--- src/rtl/seg7_reader_pkg.sv ---
// Shared constants for the seven-segment display reader: segment patterns,
// the invalid decode code and the control FSM state type.
package seg7_reader_pkg;

  // Segment patterns, bit6 = a ... bit0 = g, active-high.
  localparam logic [6:0] SEG_0 = 7'h7E;
  localparam logic [6:0] SEG_1 = 7'h30;
  localparam logic [6:0] SEG_2 = 7'h6D;
  localparam logic [6:0] SEG_3 = 7'h79;
  localparam logic [6:0] SEG_4 = 7'h33;
  localparam logic [6:0] SEG_5 = 7'h5B;
  localparam logic [6:0] SEG_6 = 7'h5F;
  localparam logic [6:0] SEG_7 = 7'h70;
  localparam logic [6:0] SEG_8 = 7'h7F;
  localparam logic [6:0] SEG_9 = 7'h73;
  localparam logic [6:0] SEG_A = 7'h77;
  localparam logic [6:0] SEG_B = 7'h1F;
  localparam logic [6:0] SEG_C = 7'h4E;
  localparam logic [6:0] SEG_D = 7'h3D;
  localparam logic [6:0] SEG_E = 7'h4F;
  localparam logic [6:0] SEG_F = 7'h47;

  localparam logic [3:0] INVALID_CODE = 4'hF;

  typedef enum logic {
    ST_SCAN = 1'b0,
    ST_FULL = 1'b1
  } ctrl_state_e;

endpackage

--- src/rtl/seg7_reader_pattern_decode.sv ---
// Combinational segment-pattern to digit-value decoder.
// Define SEG7_HEX_EN to also accept the A..F letter patterns.
module seg7_pattern_decode
  import seg7_reader_pkg::*;
(
  input  logic [6:0] pattern,
  output logic [3:0] value,
  output logic       err
);

  always_comb begin
    value = INVALID_CODE;
    err   = 1'b1;
    case (pattern)
      SEG_0: begin value = 4'h0; err = 1'b0; end
      SEG_1: begin value = 4'h1; err = 1'b0; end
      SEG_2: begin value = 4'h2; err = 1'b0; end
      SEG_3: begin value = 4'h3; err = 1'b0; end
      SEG_4: begin value = 4'h4; err = 1'b0; end
      SEG_5: begin value = 4'h5; err = 1'b0; end
      SEG_6: begin value = 4'h6; err = 1'b0; end
      SEG_7: begin value = 4'h7; err = 1'b0; end
      SEG_8: begin value = 4'h8; err = 1'b0; end
      SEG_9: begin value = 4'h9; err = 1'b0; end
`ifdef SEG7_HEX_EN
      SEG_A: begin value = 4'hA; err = 1'b0; end
      SEG_B: begin value = 4'hB; err = 1'b0; end
      SEG_C: begin value = 4'hC; err = 1'b0; end
      SEG_D: begin value = 4'hD; err = 1'b0; end
      SEG_E: begin value = 4'hE; err = 1'b0; end
      SEG_F: begin value = 4'hF; err = 1'b0; end
`endif
      default: ;
    endcase
  end

endmodule

--- src/rtl/seg7_reader.sv ---
// Samples a multiplexed seven-segment display bus and rebuilds whole frames.
// Optional SEG7_HEX_EN (in the decoder) accepts hex letter patterns.
module seg7_reader
  import seg7_reader_pkg::*;
#(
  parameter int STABLE_CYCLES = 4,
  parameter int NUM_DIGITS    = 4
) (
  input  logic                    clk,
  input  logic                    rst_n,
  input  logic [6:0]              sete_seg,
  input  logic [NUM_DIGITS-1:0]   an,
  input  logic                    out_ready,
  output logic [4*NUM_DIGITS-1:0] bcd_out,
  output logic [NUM_DIGITS-1:0]   digit_err,
  output logic                    out_valid,
  output logic                    overrun,
  output ctrl_state_e             dbg_state
);

  // Handshake: a frame transfers on every rising edge where out_valid and
  // out_ready are both 1; out_valid never drops without that transfer.

  localparam int CW = $clog2(STABLE_CYCLES + 1);
  localparam logic [CW-1:0] CNT_SAT = CW'(STABLE_CYCLES);
  localparam logic [CW-1:0] CNT_CAP = CW'(STABLE_CYCLES - 1);

  logic [NUM_DIGITS-1:0]   an_prev;
  logic [6:0]              seg_prev;
  logic [CW-1:0]           cnt, cnt_next;
  logic                    an_onehot;
  logic                    capture;
  logic [3:0]              dec_val;
  logic                    dec_err;
  logic [4*NUM_DIGITS-1:0] stage_bcd;
  logic [NUM_DIGITS-1:0]   stage_err;
  logic [NUM_DIGITS-1:0]   captured;
  ctrl_state_e             state, state_next;
  logic                    frame_load, frame_drop;

  seg7_pattern_decode u_decode (
    .pattern (sete_seg),
    .value   (dec_val),
    .err     (dec_err)
  );

  assign an_onehot = $onehot(an);

  // cnt counts repeats of the current pattern, so the pattern has been held
  // cnt_next+1 cycles; capture fires once, when that reaches STABLE_CYCLES.
  always_comb begin
    if (!an_onehot || (an != an_prev) || (sete_seg != seg_prev)) begin
      cnt_next = '0;
    end else if (cnt == CNT_SAT) begin
      cnt_next = CNT_SAT;
    end else begin
      cnt_next = cnt + 1'b1;
    end
  end

  assign capture = an_onehot && (cnt_next == CNT_CAP);

  always_ff @(posedge clk or negedge rst_n) begin
    if (!rst_n) begin
      an_prev  <= '0;
      seg_prev <= '0;
      cnt      <= '0;
    end else begin
      an_prev  <= an;
      seg_prev <= sete_seg;
      cnt      <= cnt_next;
    end
  end

  // an is one-hot whenever capture is set, so it doubles as the write mask.
  always_ff @(posedge clk or negedge rst_n) begin
    if (!rst_n) begin
      stage_bcd <= '0;
      stage_err <= '0;
      captured  <= '0;
    end else begin
      for (int k = 0; k < NUM_DIGITS; k++) begin
        if (capture && an[k]) begin
          stage_bcd[4*k +: 4] <= dec_val;
          stage_err[k]        <= dec_err;
          captured[k]         <= 1'b1;
        end else if (state == ST_FULL) begin
          captured[k] <= 1'b0;
        end
      end
    end
  end

  always_ff @(posedge clk or negedge rst_n) begin
    if (!rst_n) begin
      state <= ST_SCAN;
    end else begin
      state <= state_next;
    end
  end

  always_comb begin
    state_next = state;
    frame_load = 1'b0;
    frame_drop = 1'b0;
    case (state)
      ST_SCAN: begin
        if (&captured) state_next = ST_FULL;
      end
      ST_FULL: begin
        state_next = ST_SCAN;
        if (!out_valid || out_ready) frame_load = 1'b1;
        else                         frame_drop = 1'b1;
      end
      default: state_next = ST_SCAN;
    endcase
  end

  always_ff @(posedge clk or negedge rst_n) begin
    if (!rst_n) begin
      bcd_out   <= '0;
      digit_err <= '0;
      out_valid <= 1'b0;
      overrun   <= 1'b0;
    end else begin
      if (frame_load) begin
        bcd_out   <= stage_bcd;
        digit_err <= stage_err;
        out_valid <= 1'b1;
      end else if (out_valid && out_ready) begin
        out_valid <= 1'b0;
      end
      if (frame_drop) overrun <= 1'b1;
    end
  end

  assign dbg_state = state;

endmodule
--- config.mk ---
export PLATFORM = sky130hd
export DESIGN_NAME = seg7_reader
export DESIGN_NICKNAME = d
export VERILOG_FILES = /design/src/rtl/seg7_reader_pkg.sv /design/src/rtl/seg7_reader_pattern_decode.sv /design/src/rtl/seg7_reader.sv
export SDC_FILE = /design/constraint.sdc
export NUM_CORES = 1
export LEC_CHECK = 0
export CORE_ASPECT_RATIO = 0.5
export CORE_MARGIN = 4
export CORE_UTILIZATION = 57
export CTS_CLUSTER_DIAMETER = 40
export DETAILED_ROUTE_END_ITERATION = 7
export GPL_TIMING_DRIVEN = 0
export PLACE_DENSITY = 0.89
export SLEW_MARGIN = 0
export SYNTH_ARGS = -nofsm -noshare
export SYNTH_HDL_FRONTEND = slang
export SYNTH_SLANG_ARGS = --single-unit
--- constraint.sdc ---
create_clock -name clk -period 3.7 [get_ports clk]
set_clock_uncertainty 0.1 [all_clocks]
set_input_delay 0.555 -clock clk [delete_from_list [all_inputs] [get_ports clk]]
set_output_delay 0.555 -clock clk [all_outputs]
set_load 0.01 [all_outputs]
# [Word level (Yosys, flattened, before mapping)]
# Cells that the tools add are included.
[classes] order_cmp=0 eq_ne=15 add_sub_neg=4 n_shift=0 mul=0 div_mod_pow=0 bitwise=1 mux=17 n_reduce_logical=18
[op_table] operator="7-bit == test, second input constant" n=8
[op_table] operator="4-bit one-hot mux with 10 select lines" n=1
[op_table] operator="7-bit by 6-bit == test with 1-bit output, second input constant" n=2
[op_table] operator="1-bit 2-to-1 mux" n=13
[op_table] operator="2-bit nonzero test" n=5
[op_table] operator="10-bit OR reduction" n=1
[op_table] operator="7-bit inequality test" n=1
[op_table] operator="1-bit logical AND" n=6
[op_table] operator="3-bit 2-to-1 mux" n=2
[op_table] operator="1-bit by 1-bit adder with 2-bit output" n=2
[op_table] operator="4-bit inequality test" n=1
[op_table] operator="4-bit AND reduction" n=1
[op_table] operator="2-bit by 2-bit adder with 3-bit output" n=1
[op_table] operator="3-bit by 1-bit adder with 3-bit output, second input constant" n=1
[op_table] operator="3-bit by 1-bit == test with 1-bit output, second input constant" n=1
[op_table] operator="3-bit by 2-bit == test with 1-bit output, second input constant" n=1
[op_table] operator="3-bit == test, second input constant" n=1
[op_table] operator="1-bit logical OR" n=3
[op_table] operator="1-bit logical NOT" n=2
[op_table] operator="1-bit one-hot mux with 2 select lines" n=1
[op_table] operator="1-bit inverter" n=1
[totals] register_bits=61 latch_bits=0 mem_bits_rw=0 output_inout_bits=23 wordCells=75 rom_bits=0 mem_count=0 in_bits=14

# [Depth between registers and ports, before layout]
[depth] ltp_word=11 mapped_depth=11 mapped_depth_nobuf=10

# [By module]
# From an unflattened synthesis, not the netlist that was laid out.
[hier_totals] hier_cells=201 hier_area_um2=2751.4
[by_module_without_submodules] mod="seg7_reader" cells_each=164 instances=1 area_each_um2=2503.7 seq_area_each_um2=1526.5
[by_module_without_submodules] mod="seg7_pattern_decode" cells_each=37 instances=1 area_each_um2=247.7 seq_area_each_um2=0.0

# [Worst setup path after synthesis]
# OpenSTA, ideal clock, no wires.
[synth_path] kind="input port to flip-flop" startpoint="input an[0]" endpoint="register stage_bcd[5]" setup_slack_ps=637 cell_stages=11 path_buffers=1 arrival_ps=2835 t_required_ps=3472 setup_ps=128 path_cell_list="inv_1 fa_1 inv_1 ha_1 ha_1 nor3b_2 nor4bb_1 and3_1 buf_6 nand4_4 mux2_1"
[synth_via] elab_chain_len=10 elab_cells_between_ends=11 classes_between="add/sub (2); eq/ne (3); mux (1); reduce/logical (5)"
[synth_lines] item="start: declaration" line="seg7_reader.sv:12" rtl="input logic [NUM_DIGITS-1:0] an,"
[synth_lines] item="1-bit by 1-bit adder with 2-bit output (not written as such)" line="seg7_reader.sv:47" rtl="assign an_onehot = $onehot(an);"
[synth_lines] item="2-bit by 2-bit adder with 3-bit output (not written as such)" line="seg7_reader.sv:47"
[synth_lines] item="3-bit by 1-bit == test with 1-bit output" line="seg7_reader.sv:47"
[synth_lines] item="1-bit logical NOT" line="seg7_reader.sv:52" rtl="if (!an_onehot || (an != an_prev) || (sete_seg != seg_prev)) begin"
[synth_lines] item="1-bit logical OR (2 in series)" line="seg7_reader.sv:52"
[synth_lines] item="3-bit 2-to-1 mux" line="seg7_reader.sv:52"
[synth_lines] item="3-bit by 2-bit == test with 1-bit output" line="seg7_reader.sv:61" rtl="assign capture = an_onehot && (cnt_next == CNT_CAP);"
[synth_lines] item="1-bit logical AND *" line="seg7_reader.sv:61"
[synth_lines] item="1-bit logical AND *" line="seg7_reader.sv:83" rtl="if (capture && an[k]) begin"
[synth_lines] item="end signal: indexed assignment" line="seg7_reader.sv:84" rtl="stage_bcd[4*k +: 4] <= dec_val;"
[synth_lines] item="end: declaration" line="seg7_reader.sv:35" rtl="logic [4*NUM_DIGITS-1:0] stage_bcd;"
# Every way passes the cells marked *; elsewhere a longest branch is shown, timed or not.
# A chain may end at the register's enable or synchronous reset.

# [Final worst setup path]
# Same ends and word-level chain as after synthesis.

==> reports/results.ini <==
[finish]
nNetsFinal=281
antennaDiodeCount=0
stdcell_area_mm2=0.00339
area_delta_synth_final_pct=24.2
layout-drive-gt1-share_pct=22.2

[yosys]
yosysMostFrequentCell=dfrtp_1
synth_top_cell_area_share_pct=56.0
synth_top_area_cell=dfrtp_1
synth_area_leaders=dfrtp_1 (56%), mux2_2 (11%), xor2_1 (3.9%)
ys_ff_latch=61
synthesis.nets=233
synth_common_cells=dfrtp_1 (61), mux2_2 (26), nand2_1 (18)
synthFlopType=dfrtp_1
synth_edf_count=0
post_synth.cell_area_avg_um2=12.7
synth_area_mm2=0.00273
seq_area_frac_synth_pct=56.0
syn_inst=214
synth.distinct_cells=43
synthArstFlopShare_pct=100
ys_warn_count=0

[detailed_routing]
drc=0
drt_iter0_drc=90
firstDrtPassIters=4
via_per_inst=5.37
vias=1783
postRouteAntennaNets=0
routed_wirelength_mm=5.55
wire_per_inst_um=16.7

[sta]
slew_headroom_pct=62.5
period_needed_ps=3440
timing.final.crit_share_pct=93.0
max_freq_mhz=291
tns_ps=0
setup_ws_ps=258
rsz0062_at_grt=false
slew_viol_final=0
setup_violations=0
hold_viol=0
worst_pin_slew_ps=563

[worst_setup_path]
worst-r2r-cell-count=6
worst_setup_path_start_kind=primary input
worst_ep_arrival_time_ps=3560
cp-end-kind=flip-flop
critPathKind=in -> reg
required_ps=3810
path_max_fanout=6

[global_route]
antenna_found_initial=0
grt_usage_pct=21.6
grt_pass1_vias=2005
grt_start_max_net_pins=40
grt_pass1_wl_mm=9.89
grt.overflow.total=0

[clock_tree]
htree_levels=3
clk_pin_slew_worst_paths_ps=70
clock_latency_ps=340
clock_sinks=61
cts_buffer_depth=2
cts_buffers=9
cts_tree=yes
root_buffer=clkbuf_8

[placement]
hpwl_mm=3.86
placed_area_mm2=0.00319
portBuffers=36
post-place-ws_ps=-373
place_congestion=0.863

[power_and_ir_drop]
cellPowerDensity_mw_per_mm2=404
seq_power_share_pct=49.8
p_leak_nw=1.64
combPwrFrac_pct=7.6
p_switching_uw=320
internal-power_mw=1.05
clkPwrFrac_pct=42.6
irDropWorstVdd_v=0.000302
p_sw_share_pct=23.4

[floorplanning]
initial_core_util_pct=60.5
rows=17
die_h_um=56.9
die_x_um=106
core-area_mm2=0.00451
die-area_mm2=0.00602
ios=37

[flow_run]
cap_violations=0

[min_path]
min_path_type=in -> async

[outcome]
status=finished clean

## stage by stage
step                power (mW)  std cells  hold slack (ps)  utilization [%]
finish                    1.37        332              104             75.1
global route              1.43        332              119             75.1
CTS                       1.38        332              102             75.1
detailed placement       0.798        317              357             70.6
global placement         0.789        316              356             70.3
floorplan                0.742        214              159                -
## cells in the final DEF (no fill, tap or decap), types with 3 or more instances in the layout
cell,netlist,layout
ha_1,4,4
nor4_1,4,4
nor2_1,3,3
nand2_1,18,18
dlygate4sd2_1,0,3
nor3_1,4,4
and3_1,3,3
mux2_2,26,26
dfrtp_1,61,61
inv_1,17,17
nand3_1,3,3
clkinvlp_4,0,3
buf_6,4,4
xor2_1,12,12
clkdlybuf4s50_1,0,32
nand4_4,4,4
clkbuf_8,0,10
o21ai_0,9,9
mux2i_1,6,6
## critical path, cell delays in order
cell           delay, ps
dlygate4sd2_1        330
inv_1                100
fa_1                 540
inv_1                 50
ha_1                 170
ha_1                 280
nor3b_2              250
nor4bb_2             340
and3_1               230
buf_6                150
nand4_4              190
mux2_1               370
## registers in the layout, summed over array words and instances (netlist names)
| signal | flops |
|---|---|
| an_prev | 4 |
| bcd_out | 16 |
| captured | 4 |
| cnt | 3 |
| dbg_state | 1 |
| digit_err | 4 |
| out_valid | 1 |
| overrun | 1 |
| seg_prev | 7 |
| stage_bcd | 16 |
| stage_err | 4 |
## kinds of logic (layout without fill, tap and decap cells)
group / after synthesis / after routing / synth area share [%]
simple gates: 56 / 56 / 13.9
fa+ha+maj: 5 / 5 / 2.57
buf+inv: 26 / 78 / 4.86
xor+xnor: 14 / 14 / 4.50
mux: 34 / 34 / 13.8
flops: 61 / 61 / 56.0
compound gates: 18 / 18 / 4.45
## power by group through the flow
stage,combinational (mW),clock (mW),sequential [mW]
6_report,0.103,0.583,0.682
5_1_grt,0.116,0.631,0.682
4_1_cts,0.105,0.592,0.682
3_5_place_dp,0.103,0,0.694
3_3_place_gp,0.0955,0,0.694
2_1_floorplan,0.0466,0,0.696
## layout make-up
type	count	area, um^2
Clock buffer	10	138
Multi-Input combinational cell	127	1070
Sequential cell	61	1530
Clock inverter	5	61.3
Buffer	8	65.1
Inverter	18	67.6
Tap cell	66	82.6
Fill cell	292	1120
Timing Repair Buffer	37	372
## layer usage
| layer | part of all wire [%] | vias up | track usage, % |
|---|---|---|---|
| li1 | - | 835 | - |
| met1 | 43 | 892 | 25.5 |
| met2 | 51 | 43 | 37.0 |
| met3 | 4.3 | 13 | 7.12 |
| met4 | 1.9 | 0 | 8.86 |
| met5 | 0 | - | 0 |
## worst paths after layout
| path | start | endpoint | slack, ps |
|---|---|---|---|
| min | rst_n | bcd_out[6]$_DFFE_PN0P_ | 100 |
| max reg2reg | cnt[0]$_DFF_PN0_ | stage_bcd[5]$_DFFE_PN0P_ | 1340 |
| max in group asynchronous | rst_n | bcd_out[10]$_DFFE_PN0P_ | 2800 |
| min in group clk | captured[1]$_DFFE_PN0P_ | captured[1]$_DFFE_PN0P_ | 370 |
| min reg2reg | captured[1]$_DFFE_PN0P_ | captured[1]$_DFFE_PN0P_ | 370 |
| max | an[0] | stage_bcd[5]$_DFFE_PN0P_ | 260 |
## what timing repair did
action,in CTS,in global routing
hold buffers,0,0
setup buffers,0,0
endpoints found under the setup margin,14,0
resized for setup,4,0
Power figures use the tool's default switching activity.
